`config.mk`:
```
export PLATFORM = sky130hd
export DESIGN_NAME = uart_frame_ctrl
export DESIGN_NICKNAME = d
export VERILOG_FILES = /design/src/rtl/uart_frame_ctrl.sv
export SDC_FILE = /design/constraint.sdc
export NUM_CORES = 1
export LEC_CHECK = 0
export CAP_MARGIN = 15
export CORE_ASPECT_RATIO = 1.2
export CORE_MARGIN = 2
export CORE_UTILIZATION = 55
export DETAILED_ROUTE_END_ITERATION = 16
export GPL_TIMING_DRIVEN = 0
export MAX_ROUTING_LAYER = met4
export PLACE_DENSITY = 0.78
export SYNTH_ARGS = -nofsm -noshare
export SYNTH_HDL_FRONTEND = slang
export SYNTH_SLANG_ARGS = --single-unit
```
`constraint.sdc`:
```
create_clock -name sys_clk -period 7 [get_ports sys_clk]
set_input_delay 2.1 -clock sys_clk [delete_from_list [all_inputs] [get_ports sys_clk]]
set_output_delay 2.1 -clock sys_clk [all_outputs]
set_load 0.01 [all_outputs]
```
`src/rtl/uart_frame_ctrl.sv`:
```
// Frame sequencer behind uart_recv: parses SOF/CMD/LEN/payload/CSUM frames,
// streams payload bytes downstream and reports each frame as OK or errored.
module uart_frame_ctrl #(
    parameter int unsigned CLK_FREQ   = 65000000,
    parameter int unsigned TIMEOUT_US = 1000,
    parameter int unsigned MAX_LEN    = 16,
    parameter logic [7:0]  SOF_BYTE   = 8'hA5
) (
    input  logic       sys_clk,
    input  logic       sys_rst_n,
    input  logic [7:0] rx_data,
    input  logic       rx_done,
    output logic       busy,
    output logic [7:0] cmd,
    output logic [7:0] len,
    output logic       pld_valid,
    output logic [7:0] pld_data,
    output logic [7:0] pld_idx,
    output logic       frame_ok,
    output logic       frame_err,
    output logic [1:0] err_code
);

    localparam int unsigned TIMEOUT_CYC = CLK_FREQ / 1000000 * TIMEOUT_US;
    localparam int unsigned TW          = (TIMEOUT_CYC > 1) ? $clog2(TIMEOUT_CYC) : 1;
    localparam logic [TW-1:0] TMO_LAST  = TW'(TIMEOUT_CYC - 1);
    localparam logic [7:0]  MAX_LEN_B   = 8'(MAX_LEN);

    typedef enum logic [2:0] {
        ST_IDLE    = 3'd0,
        ST_CMD     = 3'd1,
        ST_LEN     = 3'd2,
        ST_PAYLOAD = 3'd3,
        ST_CSUM    = 3'd4
    } state_t;

    state_t        state_q, state_d;
    logic          rx_done_q;
    logic [7:0]    sum_q, sum_d;
    logic [7:0]    idx_q, idx_d;
    logic [TW-1:0] tmo_q, tmo_d;
    logic          busy_q, busy_d;
    logic [7:0]    cmd_q, cmd_d;
    logic [7:0]    len_q, len_d;
    logic          pld_valid_q, pld_valid_d;
    logic [7:0]    pld_data_q, pld_data_d;
    logic [7:0]    pld_idx_q, pld_idx_d;
    logic          frame_ok_q, frame_ok_d;
    logic          frame_err_q, frame_err_d;
    logic [1:0]    err_code_q, err_code_d;

    logic byte_stb_s;
    logic timeout_s;

    // Rising edge of rx_done is the single accept point per received byte;
    // an arriving byte takes priority over an expiring timeout.
    assign byte_stb_s = rx_done & ~rx_done_q;
    assign timeout_s  = (state_q != ST_IDLE) && (tmo_q == TMO_LAST) && !byte_stb_s;

    // Next-state, checksum, counters and registered output values.
    always_comb begin
        state_d     = state_q;
        sum_d       = sum_q;
        idx_d       = idx_q;
        cmd_d       = cmd_q;
        len_d       = len_q;
        pld_valid_d = 1'b0;
        pld_data_d  = pld_data_q;
        pld_idx_d   = pld_idx_q;
        frame_ok_d  = 1'b0;
        frame_err_d = 1'b0;
        err_code_d  = err_code_q;

        if (byte_stb_s || (state_q == ST_IDLE) || timeout_s) begin
            tmo_d = {TW{1'b0}};
        end else begin
            tmo_d = tmo_q + TW'(1);
        end

        if (timeout_s) begin
            frame_err_d = 1'b1;
            err_code_d  = 2'b11;
            state_d     = ST_IDLE;
        end else if (byte_stb_s) begin
            case (state_q)
                ST_IDLE: begin
                    if (rx_data == SOF_BYTE) begin
                        sum_d   = 8'h00;
                        state_d = ST_CMD;
                    end else begin
                        state_d = ST_IDLE;
                    end
                end
                ST_CMD: begin
                    cmd_d   = rx_data;
                    sum_d   = rx_data;
                    state_d = ST_LEN;
                end
                ST_LEN: begin
                    len_d = rx_data;
                    sum_d = sum_q + rx_data;
                    if (rx_data > MAX_LEN_B) begin
                        frame_err_d = 1'b1;
                        err_code_d  = 2'b10;
                        state_d     = ST_IDLE;
                    end else if (rx_data == 8'h00) begin
                        state_d = ST_CSUM;
                    end else begin
                        idx_d   = 8'h00;
                        state_d = ST_PAYLOAD;
                    end
                end
                ST_PAYLOAD: begin
                    pld_valid_d = 1'b1;
                    pld_data_d  = rx_data;
                    pld_idx_d   = idx_q;
                    sum_d       = sum_q + rx_data;
                    idx_d       = idx_q + 8'd1;
                    // SOF_BYTE here is plain payload; only the count ends the payload.
                    if (idx_q == (len_q - 8'd1)) begin
                        state_d = ST_CSUM;
                    end else begin
                        state_d = ST_PAYLOAD;
                    end
                end
                ST_CSUM: begin
                    if (rx_data == sum_q) begin
                        frame_ok_d = 1'b1;
                    end else begin
                        frame_err_d = 1'b1;
                        err_code_d  = 2'b01;
                    end
                    state_d = ST_IDLE;
                end
                default: begin
                    state_d = ST_IDLE;
                end
            endcase
        end else begin
            state_d = state_q;
        end

        busy_d = (state_d != ST_IDLE);
    end

    // State, edge detector, counters and output registers.
    always_ff @(posedge sys_clk or negedge sys_rst_n) begin
        if (!sys_rst_n) begin
            state_q     <= ST_IDLE;
            rx_done_q   <= 1'b0;
            sum_q       <= 8'h00;
            idx_q       <= 8'h00;
            tmo_q       <= {TW{1'b0}};
            busy_q      <= 1'b0;
            cmd_q       <= 8'h00;
            len_q       <= 8'h00;
            pld_valid_q <= 1'b0;
            pld_data_q  <= 8'h00;
            pld_idx_q   <= 8'h00;
            frame_ok_q  <= 1'b0;
            frame_err_q <= 1'b0;
            err_code_q  <= 2'b00;
        end else begin
            state_q     <= state_d;
            rx_done_q   <= rx_done;
            sum_q       <= sum_d;
            idx_q       <= idx_d;
            tmo_q       <= tmo_d;
            busy_q      <= busy_d;
            cmd_q       <= cmd_d;
            len_q       <= len_d;
            pld_valid_q <= pld_valid_d;
            pld_data_q  <= pld_data_d;
            pld_idx_q   <= pld_idx_d;
            frame_ok_q  <= frame_ok_d;
            frame_err_q <= frame_err_d;
            err_code_q  <= err_code_d;
        end
    end

    assign busy      = busy_q;
    assign cmd       = cmd_q;
    assign len       = len_q;
    assign pld_valid = pld_valid_q;
    assign pld_data  = pld_data_q;
    assign pld_idx   = pld_idx_q;
    assign frame_ok  = frame_ok_q;
    assign frame_err = frame_err_q;
    assign err_code  = err_code_q;

endmodule

```
==> flow_summary_export.csv <==
group,metric,value,unit
worst_setup_path,crit_path_max_incr_delay,0.67,ns
grt,grt_max_degree,74,
route,vias,3064,
layout,layout-drive-gt1-share,0.129,
timing,final_hold_viol_count,0,
layout,fin_area,0.00470,mm²
cts,cts_max_level,3,
yosys,ys.warnings.count,0,
timing,finClkSkew,0.0100,ns
cts,post_cts_buffers,0,
layout,n_antenna_cell,0,
timing,tns,0,ns
yosys,async_flop_share,1.00,
route,drc_errors,0,
worst_setup_path,cp_slowest_cell,"clkdlybuf4s50_1",
worst_setup_path,endpoint,"sum_q[6]",
worst_setup_path,crit_family,"buffers and inverters",
yosys,synth.distinct_cells,56,
timing,min_period,4.17,ns
route,drt-total-wl,8510,µm
worst_hold_path,min_path_type,"reg -> reg",
layout,final_nets,460,
power_and_ir_drop,powerDensity,198,mW/mm²
worst_setup_path,critical_path.startpoint,"rx_data[0]",
cts,clock_latency,0.35,ns
floorplan,core_area,0.00681,mm²
yosys,synthFlopType,"dfrtp_1",
placement,gp_congestion,0.875,
cts,clockRootBuffer,"clkbuf_8",
grt,grt_pass1_wl,14200,µm
worst_setup_path,crit_top_cell,"o21ai_0",
cts,cts_buffer_depth,2,
placement,port_buffers,47,
worst_setup_path,cp.buffers_inverters,2,
cts,cts_hold_buffers,0,
worst_setup_path,path_cells,"clkdlybuf4s50_1 > ha_1 > inv_1 > fa_1 > nor2b_1 > o21a_1 > o21ai_0 > mux2_2 > o21ai_0 > a31oi_1",
grt,grt_pass1_vias,3074,
yosys,postSynthAreaPerCell,10.2,µm²
power_and_ir_drop,power,0.000931,W
worst_setup_path,worstSetupPathType,"in -> reg",
power_and_ir_drop,max-vdd-ir-drop,176,µV
timing,maxSlewViolCount,0,
cts,path_clk_slew,0.08,ns
yosys,synth_common_cells,"dfrtp_1 (74), nor2_1 (35), nand2_1 (32)",
timing,hold_slack,0.479,ns
route,via_per_inst,5.78,
cts,cts_made_buffers,9,
yosys,syn_inst,379,
power_and_ir_drop,cellLeakagePower,2.06,nW
placement,placed_area,0.00448,mm²
worst_setup_path,startpoint_type,"input port",
timing,finalCritPeriodShare,0.596,
yosys,synth_fp_nets,401,
grt,antenna_found_initial,0,
cts,clock-sinks,74,
timing,rsz0062_at_grt,"false",
yosys,seq_area_frac_synth,0.478,
placement,place_hpwl,5990,µm
worst_setup_path,r2r_cells,8,
layout,fin_util,0.690,
worst_setup_path,reg2reg_from,"len[0]",
yosys,netlist_top_cells_area,"dfrtp_1 (48%), mux2_2 (7.8%), xnor2_1 (5.0%)",
worst_setup_path,critPathArrivalTime,4.41,ns
yosys,yosysMostFrequentCell,"dfrtp_1",
timing,max_freq,240,MHz
yosys,synth_edf_count,0,
timing,max-slew-margin-rel,0.408,
timing,setup_viol,0,
flow_run,cap_violations,0,
floorplan,die-height,95.9,µm
cts,cts_tree,"built",
worst_setup_path,r2r_end,"state_q[1]",
route,first_iter_violations,244,
floorplan,io_pins,49,
floorplan,initial_core_util,0.569,
yosys,yosysTopAreaCell,"dfrtp_1",
route,first_pass_iters,5,
floorplan,fp.dieW,80.6,µm
yosys,synth-seq-cells,74,
worst_setup_path,required,7.23,ns
cts,cts-resized-gates,0,
yosys,synth_top_area_frac,0.478,
layout,area.growth.synth_to_final,21.4,%
outcome,outcome,"completed",
route,antenna_left,0,
worst_setup_path,cp_max_fo,7,
floorplan,num_rows,33,
route,wire_per_inst,16.1,µm
worst_setup_path,crit_path_end_kind,"register",
worst_setup_path,cp.depth,10,
grt,grt_overflow,0,
worst_setup_path,rrSetupSlack,4.45,ns
floorplan,die-area,0.00773,mm²
timing,tightest_slew,0.881,ns
yosys,netlist_area,0.00387,mm²
grt,grt_usage,0.248,
## worst min path at each step
stage | startpoint | to | slack (ns) | depth (start not counted)
after global placement | cmd[7] | cmd[7] | 0.46 | 1
after floorplan | sum_q[0] | sum_q[0] | 0.45 | 2
after detailed placement | cmd[7] | cmd[7] | 0.47 | 1
after global routing | cmd[7] | cmd[7] | 0.50 | 1
after CTS | cmd[7] | cmd[7] | 0.48 | 1
final | cmd[7] | cmd[7] | 0.48 | 1
## where the power goes
| part | total [W] | internal (W) | switching [W] |
|---|---|---|---|
| sequential | 0.000448 | 0.000437 | 0.0000111 |
| combinational | 0.000107 | 0.0000499 | 0.0000574 |
| clock | 0.000375 | 0.000203 | 0.000172 |
## worst register-to-register path: cells and delay by family (launching register included)
kind	cells	cell delay, ns
AOI/OAI and AO/OA	4	1.13
DFF	1	0.45
adders and majority gates	1	0.21
and+or+nand+nor	2	0.55
buffers and inverters	1	0.09
## sequential cells by signal, summed over array words and instances, names as in the netlist
name,count
state_q,3
pld_valid,1
frame_err,1
busy,1
cmd,8
sum_q,8
pld_data,8
rx_done_q,1
frame_ok,1
err_code,2
tmo_q,16
pld_idx,8
len,8
idx_q,8
## cell type report
| class | instances | area (µm²) |
|---|---|---|
| flip-flops and latches | 74 | 1850 |
| multi-input cells | 276 | 1910 |
| inverters | 14 | 52.6 |
| plain buffers | 15 | 61.3 |
| clock inverters | 7 | 98.8 |
| fillers | 529 | 2110 |
| clock buffers | 9 | 124 |
| well taps | 87 | 109 |
| repair buffers | 48 | 495 |
## per-layer routing
layer	wire length (µm)	track usage
met3	345	0.0450
met1	3730	0.299
met5	0	-
met2	4240	0.416
met4	197	0.0960
## metrics by stage
step	std cells	setup slack [ns]
final	530	2.83
after detailed placement	514	2.47
after floorplan	379	3.35
after global routing	530	2.66
after CTS	530	2.81
after global placement	513	1.33
## cell families (layout without fill, tap and decap cells)
family                     count (synthesis)  after routing  synth area share
and+or+nand+nor                          144            144             0.197
DFF                                       74             74             0.478
AOI/OAI and AO/OA                         64             64             0.112
xor gates and xnor gates                  30             30            0.0678
buffers and inverters                     29             93            0.0294
muxes                                     27             27            0.0785
adders and majority gates                 11             11            0.0375
## layout by cell type, fill, tap and decap left out, types with 4 or more instances in the layout
cell type         n
clkdlybuf4s50_1  46
clkbuf_1         10
a22oi_1           4
o21ai_0          22
xnor2_1          22
ha_1             10
nor4_1            8
xor2_1            8
nand2_1          32
nor2b_1           5
or3_1             5
nand4_1           7
dfrtp_1          74
nor2_1           35
mux2_2           27
nand2b_1          4
nor3_1           11
nand3_1          15
a21oi_1          11
and3_1            6
clkbuf_8          9
inv_1            14
Note: power is estimated with default switching activity, not from simulation.
